`config.mk`:
```
export PLATFORM = sky130hd
export DESIGN_NAME = cordic_hyp_engine
export DESIGN_NICKNAME = d
export VERILOG_FILES = /design/src/rtl/cordic_hyp_engine.sv
export SDC_FILE = /design/constraint.sdc
export NUM_CORES = 1
export LEC_CHECK = 0
export CELL_PAD_IN_SITES_DETAIL_PLACEMENT = 1
export CELL_PAD_IN_SITES_GLOBAL_PLACEMENT = 1
export CORE_MARGIN = 2
export CORE_UTILIZATION = 37
export CTS_BUF_LIST = sky130_fd_sc_hd__clkbuf_8
export DETAILED_ROUTE_END_ITERATION = 6
export GPL_TIMING_DRIVEN = 0
export HOLD_SLACK_MARGIN = 0.06
export PLACE_DENSITY_LB_ADDON = 0.25
export SYNTH_ARGS = -nofsm -noshare
export SYNTH_HDL_FRONTEND = slang
export SYNTH_HIERARCHICAL = 1
export SYNTH_SLANG_ARGS = --single-unit
```
`constraint.sdc`:
```
create_clock -name clk -period 15.3 [get_ports clk]
set_input_delay 3.06 -clock clk [delete_from_list [all_inputs] [get_ports clk]]
set_output_delay 3.06 -clock clk [all_outputs]
set_load 0.05 [all_outputs]
```
`src/rtl/cordic_hyp_engine.sv`:
```
// Hyperbolic CORDIC engine, one iteration per clock.
// Uses the extended schedule with four negative-index iterations for range
// expansion, then indices 1..13 with 4 and 13 repeated. lut_value comes from
// an external atanh table that is addressed combinationally by lut_index.
// Results are gain-uncompensated.

// Shift term for one operand: i <= 0 gives v - (v >>> (2 - i)), i >= 1 gives v >>> i.
module cordic_hyp_shift (
    input  logic [31:0] v,
    input  logic        neg,
    input  logic [4:0]  sh,
    output logic [31:0] s
);
    logic [31:0] shifted;

    // Arithmetic shift, so the result is truncated toward minus infinity.
    always_comb begin
        shifted = $signed(v) >>> sh;
        s       = neg ? (v - shifted) : shifted;
    end
endmodule

module cordic_hyp_engine (
    input  logic        clk,
    input  logic        rst,
    input  logic        in_valid,
    output logic        in_ready,
    input  logic        mode,
    input  logic [31:0] x_in,
    input  logic [31:0] y_in,
    input  logic [31:0] z_in,
    output logic [4:0]  lut_index,
    input  logic [31:0] lut_value,
    output logic        out_valid,
    input  logic        out_ready,
    output logic [31:0] x_out,
    output logic [31:0] y_out,
    output logic [31:0] z_out,
    output logic        busy
);
    typedef enum logic [1:0] {IDLE, RUN, DONE} state_t;

    localparam logic [4:0] LAST_STEP = 5'd18;

    state_t      state, state_nxt;
    logic [4:0]  s;
    logic        mode_r;
    logic [31:0] xr, yr, zr;
    logic [31:0] x_nxt, y_nxt, z_nxt;
    logic [31:0] sx, sy;
    logic        accept, last, neg, dpos;
    logic [4:0]  sh;

    assign accept = (state == IDLE) && in_valid;
    assign last   = (state == RUN) && (s == LAST_STEP);

    // State register.
    always_ff @(posedge clk or posedge rst) begin
        if (rst) state <= IDLE;
        else     state <= state_nxt;
    end

    // Next state and handshake outputs.
    always_comb begin
        state_nxt = state;
        in_ready  = 1'b0;
        out_valid = 1'b0;
        busy      = 1'b0;
        case (state)
            IDLE: begin
                in_ready = 1'b1;
                if (in_valid) state_nxt = RUN;
            end
            RUN: begin
                busy = 1'b1;
                if (s == LAST_STEP) state_nxt = DONE;
            end
            DONE: begin
                busy      = 1'b1;
                out_valid = 1'b1;
                if (out_ready) state_nxt = IDLE;
            end
            default: state_nxt = IDLE;
        endcase
    end

    // Iteration schedule: -3..4, 4 repeated, 5..13, 13 repeated; 0 when not running.
    always_comb begin
        lut_index = 5'd0;
        if (state == RUN) begin
            if (s <= 5'd7)       lut_index = s - 5'd3;
            else if (s == 5'd8)  lut_index = 5'd4;
            else if (s <= 5'd17) lut_index = s - 5'd4;
            else                 lut_index = 5'd13;
        end
    end

    // Negative/zero indices use the range-expansion form with shift 2 - i.
    always_comb begin
        neg = lut_index[4] || (lut_index == 5'd0);
        sh  = neg ? (5'd2 - lut_index) : lut_index;
    end

    cordic_hyp_shift u_shx (.v(xr), .neg(neg), .sh(sh), .s(sx));
    cordic_hyp_shift u_shy (.v(yr), .neg(neg), .sh(sh), .s(sy));

    // Rotation drives Z toward 0; vectoring drives Y toward 0.
    always_comb begin
        dpos  = mode_r ? yr[31] : ~zr[31];
        x_nxt = dpos ? (xr + sy) : (xr - sy);
        y_nxt = dpos ? (yr + sx) : (yr - sx);
        z_nxt = dpos ? (zr - lut_value) : (zr + lut_value);
    end

    // Working registers and step counter; result registers load on the final step.
    always_ff @(posedge clk or posedge rst) begin
        if (rst) begin
            s      <= 5'd0;
            mode_r <= 1'b0;
            xr     <= '0;
            yr     <= '0;
            zr     <= '0;
            x_out  <= '0;
            y_out  <= '0;
            z_out  <= '0;
        end else if (accept) begin
            s      <= 5'd0;
            mode_r <= mode;
            xr     <= x_in;
            yr     <= y_in;
            zr     <= z_in;
        end else if (state == RUN) begin
            xr <= x_nxt;
            yr <= y_nxt;
            zr <= z_nxt;
            s  <= last ? 5'd0 : (s + 5'd1);
            if (last) begin
                x_out <= x_nxt;
                y_out <= y_nxt;
                z_out <= z_nxt;
            end
        end
    end
endmodule

```
# After elaboration in Yosys (flattened, before gate mapping)
# Index checks and enable logic that the tools add are counted.
# op_classes
addsub	12
multipliers	0
n_div	0
magnitude_cmp	2
n_eq_ne	7
shifts	2
n_mux	27
bitwise_logic	2
reduce_logical	9
# ops
op	count
32-bit 2-to-1 mux	11
32-bit subtractor	5
32-bit adder	3
32-bit by 5-bit >>> shifter with 32-bit output	2
5-bit 2-to-1 mux	8
2-bit 2-to-1 mux	3
2-bit inequality test, second input constant	3
2-bit one-hot mux with 3 select lines	1
3-bit AND reduction	2
5-bit by 1-bit adder with 5-bit output, second input constant	1
5-bit by 4-bit equality test with 1-bit output, second input constant	1
5-bit equality test, second input constant	1
5-bit by 3-bit less-or-equal comparator with 1-bit output, second input constant	1
5-bit less-or-equal comparator, second input constant	1
5-bit zero test	1
2-bit by 5-bit subtractor with 5-bit output, first input constant	1
5-bit by 2-bit subtractor with 5-bit output, second input constant	1
5-bit by 3-bit subtractor with 5-bit output, second input constant	1
1-bit 2-to-1 mux	4
2-bit by 1-bit equality test with 1-bit output, second input constant	1
2-bit equality test, second input constant	1
1-bit logical AND	2
2-bit zero test	1
1-bit inverter	2
other kinds (3)	3
# word_totals
reg_bits	200
latch_bits	0
mem_bits_rw	0
romBits	0
elab_cells	70
mem_count	0

# Logic depth before layout (Yosys ltp)
# Gate-level depths: netlist of the first run.
# logic_depth
word_depth	15
mapped_depth	48
ltp_nobuf	45

# Cells and area by module
# Netlist of the first run, hierarchy kept.
# modules_own_cells
module	n_inst	cells_each	area_per_inst_um2	seq_area_each_um2
cordic_hyp_engine	1	1885	15439.8	5004.8
cordic_hyp_shift at u_shy	1	569	4174.0	0.0
cordic_hyp_shift at u_shx	1	575	4135.2	0.0

# Worst setup path before layout of the first run
# No wires, ideal clock.
# synth_timing
kind	register -> register
startpoint	register s[2]
endpoint	register yr[30]
setup_ps	77
arrival_time_ps	10051
required_ps	15223
slack_ps	5172
path_stages_with_launch	44
n_path_buf	3
synth_period_minus_slack_ps	10128
cell_sequence	dfrtp_1 -> inv_1 -> ha_1 -> nand2_1 -> and3_1 -> nor2_1 -> nand2_1 -> o21ai_0 -> a21oi_1 -> o21ai_0 -> mux2i_1 -> buf_2 -> buf_4 -> mux4_2 -> mux2i_1 -> nor2_1 -> a21oi_1 -> mux2i_1 -> [... 8 more ...] -> mux2i_1 -> or4_4 -> nor4_1 -> nand2b_1 -> o41ai_1 -> xnor2_1 -> ha_1 -> clkbuf_1 -> and3_1 -> a221o_1 -> a311o_1 -> a21oi_1 -> o21ai_1 -> a41o_1 -> a221oi_1 -> xnor2_1 -> mux2i_1 -> a21oi_1
# synth_via
elab_chain_cells	15
elab_cells_between_ends	21
cone_classes	add/sub: 6; order compare: 2; eq/ne: 1; shift: 1; mux: 9; reduce/logical: 2
# synth_lines
item	line_no	source
from (decl)	46	logic [4:0] s;
from (signal assigned)	136	s <= last ? 5'd0 : (s + 5'd1);
5-bit by 3-bit subtractor with 5-bit output or 5-bit less-or-equal comparator (tied branches)	93	else if (s <= 5'd17) lut_index = s - 5'd4;
5-bit 2-to-1 mux	93	
5-bit 2-to-1 mux	92	else if (s == 5'd8) lut_index = 5'd4;
5-bit 2-to-1 mux *	91	if (s <= 5'd7) lut_index = s - 5'd3;
5-bit 2-to-1 mux *	90	if (state == RUN) begin
named net lut_index[2]	32	output logic [4:0] lut_index,
5-bit zero test *	100	neg = lut_index[4] || (lut_index == 5'd0);
1-bit logical OR *	100	
named net neg	51	logic accept, last, neg, dpos;
[... 1 more ...]	--	
named net sh[1]	52	logic [4:0] sh;
32-bit by 5-bit >>> shifter with 32-bit output *	18	shifted = $signed(v) >>> sh;
32-bit subtractor	19	s = neg ? (v - shifted) : shifted;
32-bit 2-to-1 mux *	19	
named net sx[12]	50	logic [31:0] sx, sy;
32-bit subtractor or 32-bit adder (tied branches)	111	y_nxt = dpos ? (yr + sx) : (yr - sx);
32-bit 2-to-1 mux *	111	
32-bit 2-to-1 mux *	132	end else if (state == RUN) begin
32-bit 2-to-1 mux *	126	end else if (accept) begin
to (signal assigned)	130	yr <= y_in;
to (signal assigned)	134	yr <= y_nxt;
to (decl)	48	logic [31:0] xr, yr, zr;
# The timed path passes the listed nets; every way through them passes the cells marked *. The select of a mux whose other input is x is not followed.
# A chain may end at the register's enable or synchronous reset.

# Worst setup path after layout of the first run
# layout_timing
startpoint	register s[0]
endpoint	register yr[30]
# layout_via
elab_chain_cells	15
elab_cells_between_ends	21
cone_classes	add/sub: 6; order compare: 2; eq/ne: 1; shift: 1; mux: 9; reduce/logical: 2
# layout_lines
item	line_no	source
5-bit by 3-bit subtractor with 5-bit output or 5-bit less-or-equal comparator (tied branches)	93	
5-bit 2-to-1 mux	93	
5-bit 2-to-1 mux	92	
5-bit 2-to-1 mux *	91	
5-bit 2-to-1 mux *	90	
parallel branches: the longest is 2 deep, another holds 2-bit by 5-bit subtractor with 5-bit output	--	
5-bit 2-to-1 mux *	101	sh = neg ? (5'd2 - lut_index) : lut_index;
named net sh[0]	52	
32-bit by 5-bit >>> shifter with 32-bit output *	18	
32-bit subtractor	19	
32-bit 2-to-1 mux *	19	
named net sx[12]	50	
32-bit subtractor or 32-bit adder (tied branches)	111	
32-bit 2-to-1 mux *	111	
32-bit 2-to-1 mux *	132	
32-bit 2-to-1 mux *	126	
# Mark *: on every way through the listed nets, which the timed path passes. The select of a mux whose other input is x is not followed.

==> summary.md, run 1 <==
| Metric | Value |
|---|---|
| Met2 WL post-DR | 53.09 mm |
| Post-DP Area | 27220 sq um |
| Slew @ Worst Pin | 1.279 ns |
| Maximum net fanout on the critical path | 10 |
| Buffers on Ports | 236 |
| Worst Path Arrival | 12.52 ns |
| Clock Path Buffers | 2 |
| Placed Cells | 4113 |
| Fin area | 27620 sq um |
| Part of the cycle the worst path needs | 0.7856 |
| Synth Warn # | 6 |
| Relative slew slack | 0.1475 |
| Post-CTS resize count | 0 |
| Gp weighted congestion | 0.9688 |
| Boundary Pins | 237 |
| Die ar. | 66230 sq um |
| Most frequent CP cell | clkbuf_1 |
| Slowest stage delay, CP | 1.02 ns |
| Final TNS setup | 0 ns |
| Synth Net Count | 3356 |
| Highest clock rate | 83.20 MHz |
| Initial antenna violation count | 7 |
| Worst R2R Setup Slack | 3.28 ns |
| Vias post-DR | 25210 |
| Die width | 257.4 um |
| Worst clock skew | 0.04026 ns |
| Post-synthesis register bit count | 200 |
| Gr usage total | 0.3269 |
| RSZ-0062 raised after global routing | false |
| Final nets | 3613 |
| Syn Inst Count | 3029 |
| Seq/Total Area, Yosys | 0.2107 |
| Critical hold path startpoint | y_out[12]$_DFFE_PP0P_ |
| Post-synth EDFFs | 0 |
| First-pass GRT wire length | 164.8 mm |
| DR WL/cell | 26.57 um |
| ANT nets after route | 0 |
| WP data required | 15.80 ns |
| CP endpoint kind | flop |
| Vias in the first global route | 26100 |
| Synth Flop Type | dfrtp_1 |
| Hold-fix buffers, CTS | 0 |
| Fin cells | 4147 |
| Status | completed |
| Worst r2r src | s[0]$_DFFE_PP0P_ |
| Largest net degree at the start of global routing | 102 |
| Post-CTS Setup Bufs | 0 |
| Core region area | 63310 sq um |
| Vias per inst | 6.080 |
| Worst-skew pair later-pin latency | 0.59 ns |
| Initial core utilization | 0.3751 |
| Final Core Density | 0.4362 |
| Post-synthesis cell type count | 95 |
| Met3 routed WL | 6.838 mm |
| HPWL after detailed placement | 89.41 mm |
| Metal-1 WL | 46.51 mm |
| Initial DRC Count | 1833 |
| Final min period | 12.02 ns |
| Seq. cell area | 5005 sq um |
| Slowest-stage cell, CP | a211oi_1 |
| CTS tree | built |
| Hold WC Path Type | flop to flop |
| Die height | 257.4 um |
| Inserted Clock Buffers | 17 |
| Crit path from | s[0]$_DFFE_PP0P_ |
| Max-Cap Viols | 0 |
| Top routing layer in use | met5 |
| Synthesized area per cell | 7.841 sq um |
| Fraction of registers with async set/reset | 1.000 |
| Grt total ovfl | 0 |
| Slew Limit Fails | 0 |
| Root buffer cell | clkbuf_8 |
| Startpoint types | flop |
| H-tree levels | 4 |
| Area Overhead vs Synth | 16.29% |
| DRC Markers | 0 |
| Final Hold Fails | 0 |
| Detailed Routing Iterations Pass 1 | 5 |
| CTS Sinks | 200 |
| Post-Route WL | 110.2 mm |
| Layout cells sized above 1 | 0.05187 |
| Synth Cell Area | 23750 sq um |
| Num rows | 92 |
| # setup viols final | 0 |
| Fill cell count | 7826 |
| Critical path class | flop to flop |
| CTS clock-pin slew for the worst setup and hold paths | 0.12 ns |
| Multi-input logic area | 17680 sq um |
metrics by stage:
stage          setup WS, ns  hold WS [ns]
5_1_grt               2.610        0.5190
2_1_floorplan         5.172        0.4890
3_3_place_gp          1.818        0.4580
3_5_place_dp          3.507        0.4653
6_report              3.281        0.4891
4_1_cts               3.446        0.4968
placed cells by master (no fill, tap or decap), types with 11 or more instances in the layout:
cell type,n
clkbuf_8,19
or3_1,17
clkbuf_1,133
o31ai_1,29
a211oi_1,31
o21a_1,46
xnor2_1,133
a21oi_2,12
dfrtp_1,200
nand3_1,37
mux4_1,17
buf_2,12
nand2b_1,21
nand2_1,557
nor3_1,48
o211ai_1,37
mux2i_1,149
o21ai_0,268
nor4_1,21
nor2_1,193
nand4_1,28
clkdlybuf4s50_1,236
inv_1,81
and3_1,19
mux2_2,20
nor2b_1,30
xor2_1,73
a21oi_1,229
a21o_1,75
ha_1,189
a21boi_0,12
o41ai_1,11
o21bai_1,14
mux4_2,33
o21ai_1,15
buf_1,15
a31oi_1,40
final timing paths:
check,end,cells past startpoint
min in group asynchronous,z_out[0]$_DFFE_PP0P_,2
worst max register to register,yr[30]$_DFFE_PP0P_,39
worst min-delay path,y_out[12]$_DFFE_PP0P_,2
max in group asynchronous,yr[3]$_DFFE_PP0P_,3
worst min register to register,y_out[12]$_DFFE_PP0P_,2
worst max-delay path,yr[30]$_DFFE_PP0P_,39
layout make-up:
class | count | share of cell area
multi-input cells | 2574 | 0.6400
flip-flops and latches | 200 | 0.1812
repair buffers | 238 | 0.08707
well taps | 846 | 0.03833
plain buffers | 171 | 0.02741
inverters | 84 | 0.01169
clock buffers | 18 | 0.008970
clock inverters | 12 | 0.004938
diodes | 4 | 0.0003624
metal layers:
layer	global-route usage	up-vias
met1	0.4124	12730
met5	0	-
met2	0.5605	786
li1	-	11510
met3	0.06127	183
met4	0.1077	6
synthesized netlist by cell type, types with 33 or more instances:
| cell type | instances | share of area |
|---|---|---|
| nand3_1 | 37 | 0.0078 |
| nor2_1 | 193 | 0.031 |
| nand2_1 | 557 | 0.088 |
| o211ai_1 | 37 | 0.012 |
| o21a_1 | 46 | 0.015 |
| ha_1 | 189 | 0.10 |
| o21ai_0 | 269 | 0.057 |
| a21oi_1 | 229 | 0.048 |
| clkbuf_1 | 133 | 0.021 |
| nor3_1 | 48 | 0.010 |
| a31oi_1 | 40 | 0.011 |
| xnor2_1 | 133 | 0.049 |
| inv_1 | 82 | 0.013 |
| dfrtp_1 | 200 | 0.21 |
| mux4_2 | 33 | 0.031 |
| xor2_1 | 73 | 0.027 |
| a21o_1 | 75 | 0.024 |
| mux2i_1 | 149 | 0.063 |
sequential cells by signal, indices dropped and copies added, names as in the netlist, 2 cells and up:
signal	count
yr	32
s	5
xr	32
zr	32
y_out	32
x_out	32
z_out	32
state	2
critical path: cells and delay by family (launching register included):
kind	cells	cell delay, ns
compound gates	13	4.15
xor+xnor	3	0.62
fa+ha+maj	3	0.99
buf+inv	5	1.92
flops	1	0.51
mux	2	0.31
simple gates	13	3.42
cell families (layout without fill, tap and decap cells):
kind of cell | after synthesis | count (layout) | synth area share
and+or+nand+nor | 1024 | 1024 | 0.1906
AOI/OAI and AO/OA | 928 | 928 | 0.2495
buffers and inverters | 255 | 523 | 0.04515
muxes | 221 | 221 | 0.1237
xor gates and xnor gates | 207 | 207 | 0.07666
DFF | 200 | 200 | 0.2107
adders and majority gates | 194 | 194 | 0.1038
other | 0 | 4 | 0
Power of run 1 is not shown: default switching activity piles up to over one toggle a cycle in this logic, so the estimate is an artifact.
==> run 2, diff against run 1 <==
clock period = 11.05 ns   (was 15.3 ns; I/O delays follow)
==> summary.md, run 2 (same netlist as run 1, synthesis figures left out) <==
| Metric | Value |
|---|---|
| Vias per inst | 6.083 (about the same) |
| Slew Limit Fails | 0 (unchanged) |
| Grt total ovfl | 0 (unchanged) |
| DR WL/cell | 26.62 um (+0.19%) |
| Slew @ Worst Pin | 1.244 ns (-0.03497 ns) |
| Initial DRC Count | 1756 (-4.2%) |
| Detailed Routing Iterations Pass 1 | 6 (+1) |
| Boundary Pins | 237 (unchanged) |
| Commonest cells after routing, fill and taps aside | 556 x nand2_1, 262 x o21ai_0, 236 x clkdlybuf4s50_1, 224 x a21oi_1, 196 x dfrtp_1 |
| Highest clock rate | 94.48 MHz (+14%) |
| Slowest-stage cell, CP | or4_4 |
| CTS clock-pin slew for the worst setup and hold paths | 0.12 ns (about the same) |
| Root buffer cell | clkbuf_8 |
| Final nets | 3618 (+0.14%) |
| Initial core utilization | 0.3751 (unchanged) |
| H-tree levels | 4 (unchanged) |
| Worst clock skew | 0.03439 ns (-0.005870 ns) |
| Gr usage total | 0.3274 (+0.0004433) |
| Inserted Clock Buffers | 17 (unchanged) |
| Startpoint types | flop |
| Final min period | 10.58 ns (-1.435 ns) |
| Area Overhead vs Synth | 17.40% |
| ANT nets after route | 0 (unchanged) |
| Die ar. | 66230 sq um (unchanged) |
| HPWL after detailed placement | 89.41 mm (unchanged) |
| Most frequent CP cell | xnor2_1 |
| Worst-skew pair later-pin latency | 0.59 ns (about the same) |
| Most common cell after layout, fill and taps aside | nand2_1 |
| Layout cells sized above 1 | 0.06632 (+0.01446) |
| Maximum net fanout on the critical path | 10 (unchanged) |
| Critical path class | flop to flop |
| Num rows | 92 (unchanged) |
| Vias in the first global route | 26160 (+0.20%) |
| DRC Markers | 0 (unchanged) |
| Largest net degree at the start of global routing | 102 (unchanged) |
| First-pass GRT wire length | 165.1 mm (+0.15%) |
| Status | completed |
| Buffers on Ports | 236 (unchanged) |
| CTS tree | built |
| Core region area | 63310 sq um (unchanged) |
| Vias post-DR | 25250 (+0.15%) |
| Final Hold Fails | 0 (unchanged) |
| Initial antenna violation count | 8 (+1) |
| WP data required | 11.55 ns (-4.25 ns) |
| Slowest stage delay, CP | 0.63 ns (-0.39 ns) |
| CTS Sinks | 200 (unchanged) |
| CP endpoint kind | flop |
| Part of the cycle the worst path needs | 0.9578 (+0.1722) |
| Worst Path Arrival | 11.08 ns (-1.44 ns) |
| Relative slew slack | 0.1471 (-0.0004030) |
| Hold WC Path Type | flop to flop |
| Die width | 257.4 um (unchanged) |
| Clock Path Buffers | 2 (unchanged) |
| Final Core Density | 0.4404 (+0.004150) |
| Gp weighted congestion | 0.9688 (unchanged) |
| # setup viols final | 0 (unchanged) |
| Max-Cap Viols | 0 (unchanged) |
| Fill cell count | 7808 (-0.23%) |
| Die height | 257.4 um (unchanged) |
| Post-Route WL | 110.5 mm (+0.29%) |
==> run 2: cell type report <==
type | count | area [sq um] | share of cell area
clock inverter | 12 | 136.4 | 0.004892
buffer | 171 | 778.2 | 0.02791
inverter | 84 | 322.8 | 0.01158
antenna | 3 | 7.507 | 0.0002693
timing repair buffer | 243 | 2442 | 0.08760
sequential | 200 | 5010 | 0.1797
clock buffer | 18 | 247.7 | 0.008886
multi-input combinational | 2574 | 17880 | 0.6412
tap | 846 | 1059 | 0.03797
==> run 2: path summary, 6_finish.rpt <==
path	startpoint	to	slack (ns)	cells past startpoint
hold reg to reg	y_out[12]$_DFFE_PP0P_	y_out[12]$_DFFE_PP0P_	0.49	2
max in group asynchronous	rst	yr[3]$_DFFE_PP0P_	7.82	3
setup reg to reg	s[0]$_DFFE_PP0P_	yr[28]$_DFFE_PP0P_	0.47	38
min in group asynchronous	rst	z_out[0]$_DFFE_PP0P_	2.16	2
setup / recovery	s[0]$_DFFE_PP0P_	yr[28]$_DFFE_PP0P_	0.47	38
hold / removal	y_out[12]$_DFFE_PP0P_	y_out[12]$_DFFE_PP0P_	0.49	2
==> run 2: through the flow <==
step	area, sq um	TNS [ns]	hold slack [ns]	instances	setup slack, ns
floorplan	23750	0	0.4890	3029	0.9215
global placement	27170	-104.15	0.4580	4111	-2.432
detailed placement	27220	-4.917	0.4653	4113	-0.7430
CTS	27680	0	0.4968	4144	0.04008
global route	27880	-0.07897	0.5190	4149	-0.04408
finish	27880	0	0.4891	4151	0.4662
==> run 2: metal layers <==
metal,GRT usage,part of all wire
met1,0.4108,0.42
met2,0.5605,0.48
met3,0.06363,0.064
met4,0.1114,0.036
met5,0,0.00062
==> run 2: repair_timing <==
item | CTS | global route
gates resized for setup | 16 | 45
pin swaps | 0 | 4
hold buffers | 0 | 0
endpoints found under the setup margin | 20 | 38
gates cloned | 0 | 0
setup buffers | 1 | 4
==> run 2: critical path: cells and delay by family, from the launching register on <==
kind	cells	cell delay, ns
adder cells (fa/ha/maj)	2	0.63
multiplexers	3	0.67
flip-flops	1	0.50
buffers and inverters	3	1.30
AND/OR/NAND/NOR	12	2.87
XOR/XNOR	3	0.60
AO/OA/AOI/OAI	15	3.90
Power of run 2 is left out for the same reason.
